$ cat src/rtl/cache_tag_store.sv
// 4-way set-associative write-back tag/data/LRU store driven by the cache controller strobes.
// Returns registered hit/miss, a combinational set-full flag and one-cycle dirty-victim pulses.
module cache_tag_store #(
   parameter int unsigned ADDR_W  = 16,
   parameter int unsigned DATA_W  = 32,
   parameter int unsigned INDEX_W = 3
) (
   input  logic              clk,
   input  logic              rst,
   input  logic [ADDR_W-1:0] addr_in,
   input  logic [DATA_W-1:0] wdata_in,
   input  logic [DATA_W-1:0] mem_rdata,
   input  logic              c0,
   input  logic              c1,
   input  logic              c2,
   input  logic              c3,
   input  logic              c4,
   input  logic              c5,
   input  logic              c6,
   input  logic              c7,
   output logic              hit,
   output logic              miss,
   output logic              full,
   output logic [DATA_W-1:0] rdata,
   output logic              evict_valid,
   output logic [ADDR_W-1:0] evict_addr,
   output logic [DATA_W-1:0] evict_data
);

   localparam int SETS  = 2 ** INDEX_W;
   localparam int TAG_W = ADDR_W - INDEX_W;
   localparam int WAYS  = 4;

   logic [WAYS-1:0]   valid_q [SETS];
   logic [WAYS-1:0]   dirty_q [SETS];
   logic [TAG_W-1:0]  tag_q   [SETS][WAYS];
   logic [DATA_W-1:0] data_q  [SETS][WAYS];
   logic [1:0]        age_q   [SETS][WAYS];

   logic [ADDR_W-1:0] req_addr_q;
   logic [DATA_W-1:0] req_wdata_q;
   logic              req_wr_q;
   logic              lookup_done_q;
   logic              miss_pending_q;
   logic              hit_q;
   logic              miss_q;
   logic [1:0]        hit_way_q;
   logic [DATA_W-1:0] rdata_q;
   logic              evict_valid_q;
   logic [ADDR_W-1:0] evict_addr_q;
   logic [DATA_W-1:0] evict_data_q;

   logic [INDEX_W-1:0] lk_set;
   logic [TAG_W-1:0]   lk_tag;
   logic [INDEX_W-1:0] req_set;
   logic [TAG_W-1:0]   req_tag;
   logic               lookup;
   logic [WAYS-1:0]    lk_match;
   logic               lk_hit;
   logic [1:0]         lk_way;
   logic [1:0]         victim_way;
   logic [1:0]         free_way;
   logic               do_hit;
   logic               do_evict;
   logic               do_fill;
   logic               touch_en;
   logic [1:0]         touch_way;
   logic [1:0]         touch_age;

   // CHECK is purely informational for this block.
   logic unused_check;
   assign unused_check = c5;

   assign lk_set  = addr_in[INDEX_W-1:0];
   assign lk_tag  = addr_in[ADDR_W-1:INDEX_W];
   assign req_set = req_addr_q[INDEX_W-1:0];
   assign req_tag = req_addr_q[ADDR_W-1:INDEX_W];

   // One lookup per request: lookup_done blocks re-triggering while c1/c2 stay high.
   assign lookup = (c1 | c2) & ~c3 & ~c4 & ~lookup_done_q;
   assign full   = &valid_q[req_set];

   always_comb begin
      lk_match = '0;
      lk_way   = '0;
      for (int w = 0; w < WAYS; w++) begin
         lk_match[w] = valid_q[lk_set][w] && (tag_q[lk_set][w] == lk_tag);
         if (lk_match[w]) lk_way = 2'(w);
      end
      lk_hit = |lk_match;
   end

   always_comb begin
      victim_way = '0;
      for (int w = 0; w < WAYS; w++) begin
         if (age_q[req_set][w] == 2'd3) victim_way = 2'(w);
      end
   end

   // Descending scan leaves the lowest-index invalid way selected.
   always_comb begin
      free_way = '0;
      for (int w = WAYS - 1; w >= 0; w--) begin
         if (!valid_q[req_set][w]) free_way = 2'(w);
      end
   end

   assign do_hit    = c3 & hit_q;
   assign do_evict  = c7 & ~do_hit & full;
   assign do_fill   = c6 & ~do_hit & ~do_evict & miss_pending_q & ~full;
   assign touch_en  = do_hit | do_fill;
   assign touch_way = do_hit ? hit_way_q : free_way;
   assign touch_age = age_q[req_set][touch_way];

   always_ff @(posedge clk) begin
      if (rst) begin
         for (int s = 0; s < SETS; s++) begin
            valid_q[s] <= '0;
            dirty_q[s] <= '0;
            for (int w = 0; w < WAYS; w++) begin
               age_q[s][w] <= 2'(w);
            end
         end
         req_addr_q     <= '0;
         req_wdata_q    <= '0;
         req_wr_q       <= 1'b0;
         lookup_done_q  <= 1'b0;
         miss_pending_q <= 1'b0;
         hit_q          <= 1'b0;
         miss_q         <= 1'b0;
         hit_way_q      <= '0;
         rdata_q        <= '0;
         evict_valid_q  <= 1'b0;
         evict_addr_q   <= '0;
         evict_data_q   <= '0;
      end else begin
         evict_valid_q <= 1'b0;

         if (lookup) begin
            req_addr_q  <= addr_in;
            req_wdata_q <= wdata_in;
            req_wr_q    <= c2 & ~c1;
            hit_q       <= lk_hit;
            miss_q      <= ~lk_hit;
            hit_way_q   <= lk_way;
         end else if (c0 | c3 | c4) begin
            hit_q  <= 1'b0;
            miss_q <= 1'b0;
         end

         if (c0) begin
            lookup_done_q <= 1'b0;
         end else if (lookup) begin
            lookup_done_q <= 1'b1;
         end

         if (c4) begin
            miss_pending_q <= 1'b1;
         end else if (do_fill) begin
            miss_pending_q <= 1'b0;
         end

         if (do_hit) begin
            if (req_wr_q) begin
               data_q[req_set][hit_way_q]  <= req_wdata_q;
               dirty_q[req_set][hit_way_q] <= 1'b1;
            end else begin
               rdata_q <= data_q[req_set][hit_way_q];
            end
         end

         if (do_evict) begin
            valid_q[req_set][victim_way] <= 1'b0;
            dirty_q[req_set][victim_way] <= 1'b0;
            if (dirty_q[req_set][victim_way]) begin
               evict_valid_q <= 1'b1;
               evict_addr_q  <= {tag_q[req_set][victim_way], req_set};
               evict_data_q  <= data_q[req_set][victim_way];
            end
         end

         if (do_fill) begin
            tag_q[req_set][free_way]   <= req_tag;
            valid_q[req_set][free_way] <= 1'b1;
            if (req_wr_q) begin
               data_q[req_set][free_way]  <= req_wdata_q;
               dirty_q[req_set][free_way] <= 1'b1;
            end else begin
               data_q[req_set][free_way]  <= mem_rdata;
               dirty_q[req_set][free_way] <= 1'b0;
               rdata_q                    <= mem_rdata;
            end
         end

         // Ages younger than the touched way shift up by one; ages stay a permutation.
         if (touch_en) begin
            for (int w = 0; w < WAYS; w++) begin
               if (2'(w) == touch_way) begin
                  age_q[req_set][w] <= 2'd0;
               end else if (age_q[req_set][w] < touch_age) begin
                  age_q[req_set][w] <= age_q[req_set][w] + 2'd1;
               end
            end
         end
      end
   end

   assign hit         = hit_q;
   assign miss        = miss_q;
   assign rdata       = rdata_q;
   assign evict_valid = evict_valid_q;
   assign evict_addr  = evict_addr_q;
   assign evict_data  = evict_data_q;

endmodule

$ cat config.mk
export PLATFORM = sky130hd
export DESIGN_NAME = cache_tag_store
export DESIGN_NICKNAME = d
export VERILOG_FILES = /design/src/rtl/cache_tag_store.sv
export SDC_FILE = /design/constraint.sdc
export NUM_CORES = 2
export LEC_CHECK = 0
export ABC_AREA = 0
export CORE_MARGIN = 2
export CORE_UTILIZATION = 55
export CTS_CLUSTER_DIAMETER = 200
export DETAILED_ROUTE_END_ITERATION = 10
export PLACE_DENSITY = 0.76
export RECOVER_POWER = 50
export SLEW_MARGIN = 40
export SYNTH_ARGS = -nofsm -noshare
export SYNTH_HDL_FRONTEND = slang
export SYNTH_SLANG_ARGS = --single-unit
export TNS_END_PERCENT = 100
$ cat constraint.sdc
create_clock -name clk -period 4.3 [get_ports clk]
set_input_delay 0.43 -clock clk [delete_from_list [all_inputs] [get_ports clk]]
set_output_delay 0.43 -clock clk [all_outputs]
set_load 0.02 [all_outputs]
==> results.yml <==
setup_path:
  path_class: "reg -> reg"
  cp_data_arrival_time_ns: 4.59
  required_ns: 4.70
  r2r_slack_ns: 0.11
  cp-start-kind: "flop"
  path_max_fanout: 32
  crit_path_end_kind: "flop"
outcome:
  status: "complete, but fails checks"
  failed_checks: "max-capacitance violations, max-slew violations"
power_and_ir_drop:
  vdd_drop_max_mv: 0.438
  power_leakage_nw: 26.5
  power_density_nw_per_um2: 422
floorplanning:
  dieArea_sq_um: 137000
  start_util_pct: 55.3
  num_io_pins: 174
  die_x_um: 370
  coreArea_sq_um: 133000
  die_h_um: 370
  fp-row-count: 134
yosys:
  synth_top_area_cell: "edfxtp_1"
  syn_avg_cell_area_sq_um: 18.0
  syn_area_sq_um: 73700
  synth_edf_count: 1568
  synth_seq_cells: 1707
  synthArstFlopShare_pct: 0
  ys_seq_area_share_pct: 67.6
  yosys_most_used_dff: "edfxtp_1"
  synth.distinct_cells: 75
  yosysWarnings: 0
  syn_inst: 4104
  synth_nets: 4198
  synth.top_cell.area_share_pct: 63.9
  synth_area_leaders: "edfxtp_1 64%, mux4_2 17%, dfxtp_1 3.8%"
clock_network:
  cts_setup_buffers: 0
  cts_made_buffers: 171
  clk_pin_slew_ns: 0.06
  ctsHoldBuffers: 0
  cts_max_path_buffers: 3
  postCtsResizedCells: 0
  htreeDepth: 4
  clock_sinks: 1707
  clock_latency_ns: 0.83
  cts_tree: "built"
  root_buffer: "clkbuf_16"
finish:
  postLayoutCoreUtil_pct: 62.9
  fin_area_sq_um: 83900
  final_nets: 4430
  area_growth_pct: 13.8
  layout-drive-gt1-share_pct: 26.1
sta:
  slew-limit-headroom_pct: -33.2
  period_needed_ns: 4.19
  maxSlewViolCount: 94
  clock.fmax_mhz: 239
  min_period_over_period_pct: 97.5
  finalSetupTns_ns: 0
  final-setup-viol-count: 0
  tightest_slew_ns: 2.00
  hold_violations: 0
  rsz0062_at_grt: "no"
  fin_skew_ns: 0.0359
route:
  postRouteAntennaNets: 0
  firstDrtPassIters: 6
  avgRoutedWirePerCell_um: 31.6
  via_per_inst: 6.72
  drcViolationCount: 0
  drt_iter0_markers: 5605
  wl_um: 197000
  vias: 42000
run:
  cap_violations: 3
placed_design:
  dp_hpwl_um: 116000
  gp_congestion: 0.861
  place_area_sq_um: 78500
  io_buffers: 172
global_route:
  grt_use_total_pct: 29.1
  grt_pass1_wl_um: 286000
  grt_max_degree: 183
  grt_pass1_vias: 41800
  grt_overflow: 0
  antenna_found_initial: 5
min_path:
  hp-class: "in -> reg"
-- critical path, stage by stage, from the launching register on --
cell	delay [ns]
dfxtp_2	0.81
clkbuf_4	0.78
nor3_1	0.14
a21oi_1	1.52
nor2_4	-0.07
clkbuf_4	0.55
-- stage by stage --
step	setup slack [ns]	hold WS [ns]	total power [mW]	cells
final	0.110	0.153	35.4	6247
after global routing	0.0506	0.144	36.3	6246
after CTS	0.297	0.101	35.5	6243
after detailed placement	0.320	0.446	20.8	5929
after global placement	0.339	0.441	20.8	5927
after floorplan	0.436	0.451	20.0	4104
-- final timing paths --
check | start | endpoint | cells after the start
setup / recovery | hit_way_q[0] | data_q[6][99] | 5
setup reg to reg | hit_way_q[0] | data_q[6][99] | 5
hold reg to reg | evict_data[1] | evict_data[1] | 2
hold / removal | wdata_in[19] | req_wdata_q[19] | 3
-- per-layer routing --
layer,wire [um],track usage (%)
met4,7110,10.8
met5,27,0
met2,92800,44.7
met1,72200,40.3
met3,25400,7.80
-- state kept, by name, indices dropped and copies added, names as in the netlist, 2 cells and up, named ones only --
name / flops
data_q: 1024
tag_q: 416
age_q: 64
dirty_q: 32
evict_data: 32
rdata: 32
req_wdata_q: 32
valid_q: 32
evict_addr: 16
req_addr_q: 16
hit_way_q: 2
-- synth_stat cells, types with 5 or more instances --
master	n
mux4_2	545
nand3_1	22
buf_1	55
nor2b_1	5
o211ai_1	6
buf_4	5
nor3_1	22
a211oi_1	37
a211o_1	14
nor2_1	294
clkbuf_1	170
nor4_1	27
inv_1	7
dfxtp_1	139
o21ai_0	53
o21bai_1	49
nand2_1	217
edfxtp_1	1568
mux2i_1	245
mux2_2	137
a21oi_1	197
xnor2_1	52
buf_2	66
or3b_1	8
a21o_1	42
or2_2	34
-- cells by family (layout without fill, tap and decap cells) --
kind of cell | count (synthesis) | after routing | synth area share [%]
simple gates | 666 | 666 | 3.94
buf+inv | 308 | 681 | 1.77
flops | 1707 | 1707 | 67.6
other cells | 0 | 2 | 0
compound gates | 429 | 429 | 3.63
mux | 935 | 935 | 22.3
xor+xnor | 54 | 54 | 0.641
fa+ha+maj | 5 | 5 | 0.0815
-- cells in the final DEF, fill, tap and decap left out, drive strengths merged, types with 3 or more instances in the layout --
| cell | netlist | final |
|---|---|---|
| a211o | 14 | 14 |
| dlygate4sd3 | 0 | 84 |
| buf | 131 | 130 |
| o21bai | 49 | 49 |
| a21oi | 198 | 198 |
| nor3b | 3 | 3 |
| dfxtp | 139 | 139 |
| clkinv | 0 | 70 |
| nand3 | 22 | 22 |
| o21ai | 57 | 57 |
| clkbuf | 170 | 275 |
| edfxtp | 1568 | 1568 |
| mux4 | 549 | 549 |
| clkinvlp | 0 | 5 |
| or2 | 35 | 35 |
| and2 | 4 | 4 |
| and3 | 4 | 4 |
| o211ai | 7 | 7 |
| nor2 | 295 | 295 |
| a211oi | 39 | 39 |
| nand2b | 3 | 3 |
| a21boi | 3 | 3 |
| bufinv | 0 | 16 |
| xnor2 | 52 | 52 |
| a21o | 42 | 42 |
| nand2 | 217 | 217 |
| nor2b | 5 | 5 |
| nor4 | 29 | 29 |
| mux2i | 248 | 248 |
| clkdlybuf4s50 | 0 | 84 |
| mux2 | 138 | 138 |
| nor3 | 22 | 22 |
| ha | 4 | 4 |
| or3b | 10 | 10 |
| inv | 7 | 17 |
| nand3b | 4 | 4 |
| nand4 | 4 | 4 |
-- power by group --
part | switching (mW) | leakage [nW] | total [mW] | internal (mW)
Sequential | 0.150 | 15.6 | 18.3 | 18.2
Combinational | 1.30 | 8.19 | 2.22 | 0.919
Clock | 6.42 | 2.72 | 14.9 | 8.49
-- final cells by class --
type,instances,area (sq um)
tap,1768,2210
fill,9034,49400
antenna,2,5.00
clock inverter,101,1090
clock buffer,213,4520
inverter,7,26.3
timing repair buffer,360,3260
sequential,1707,49900
multi-input combinational,2089,22900
(Power assumes the default switching activity.)
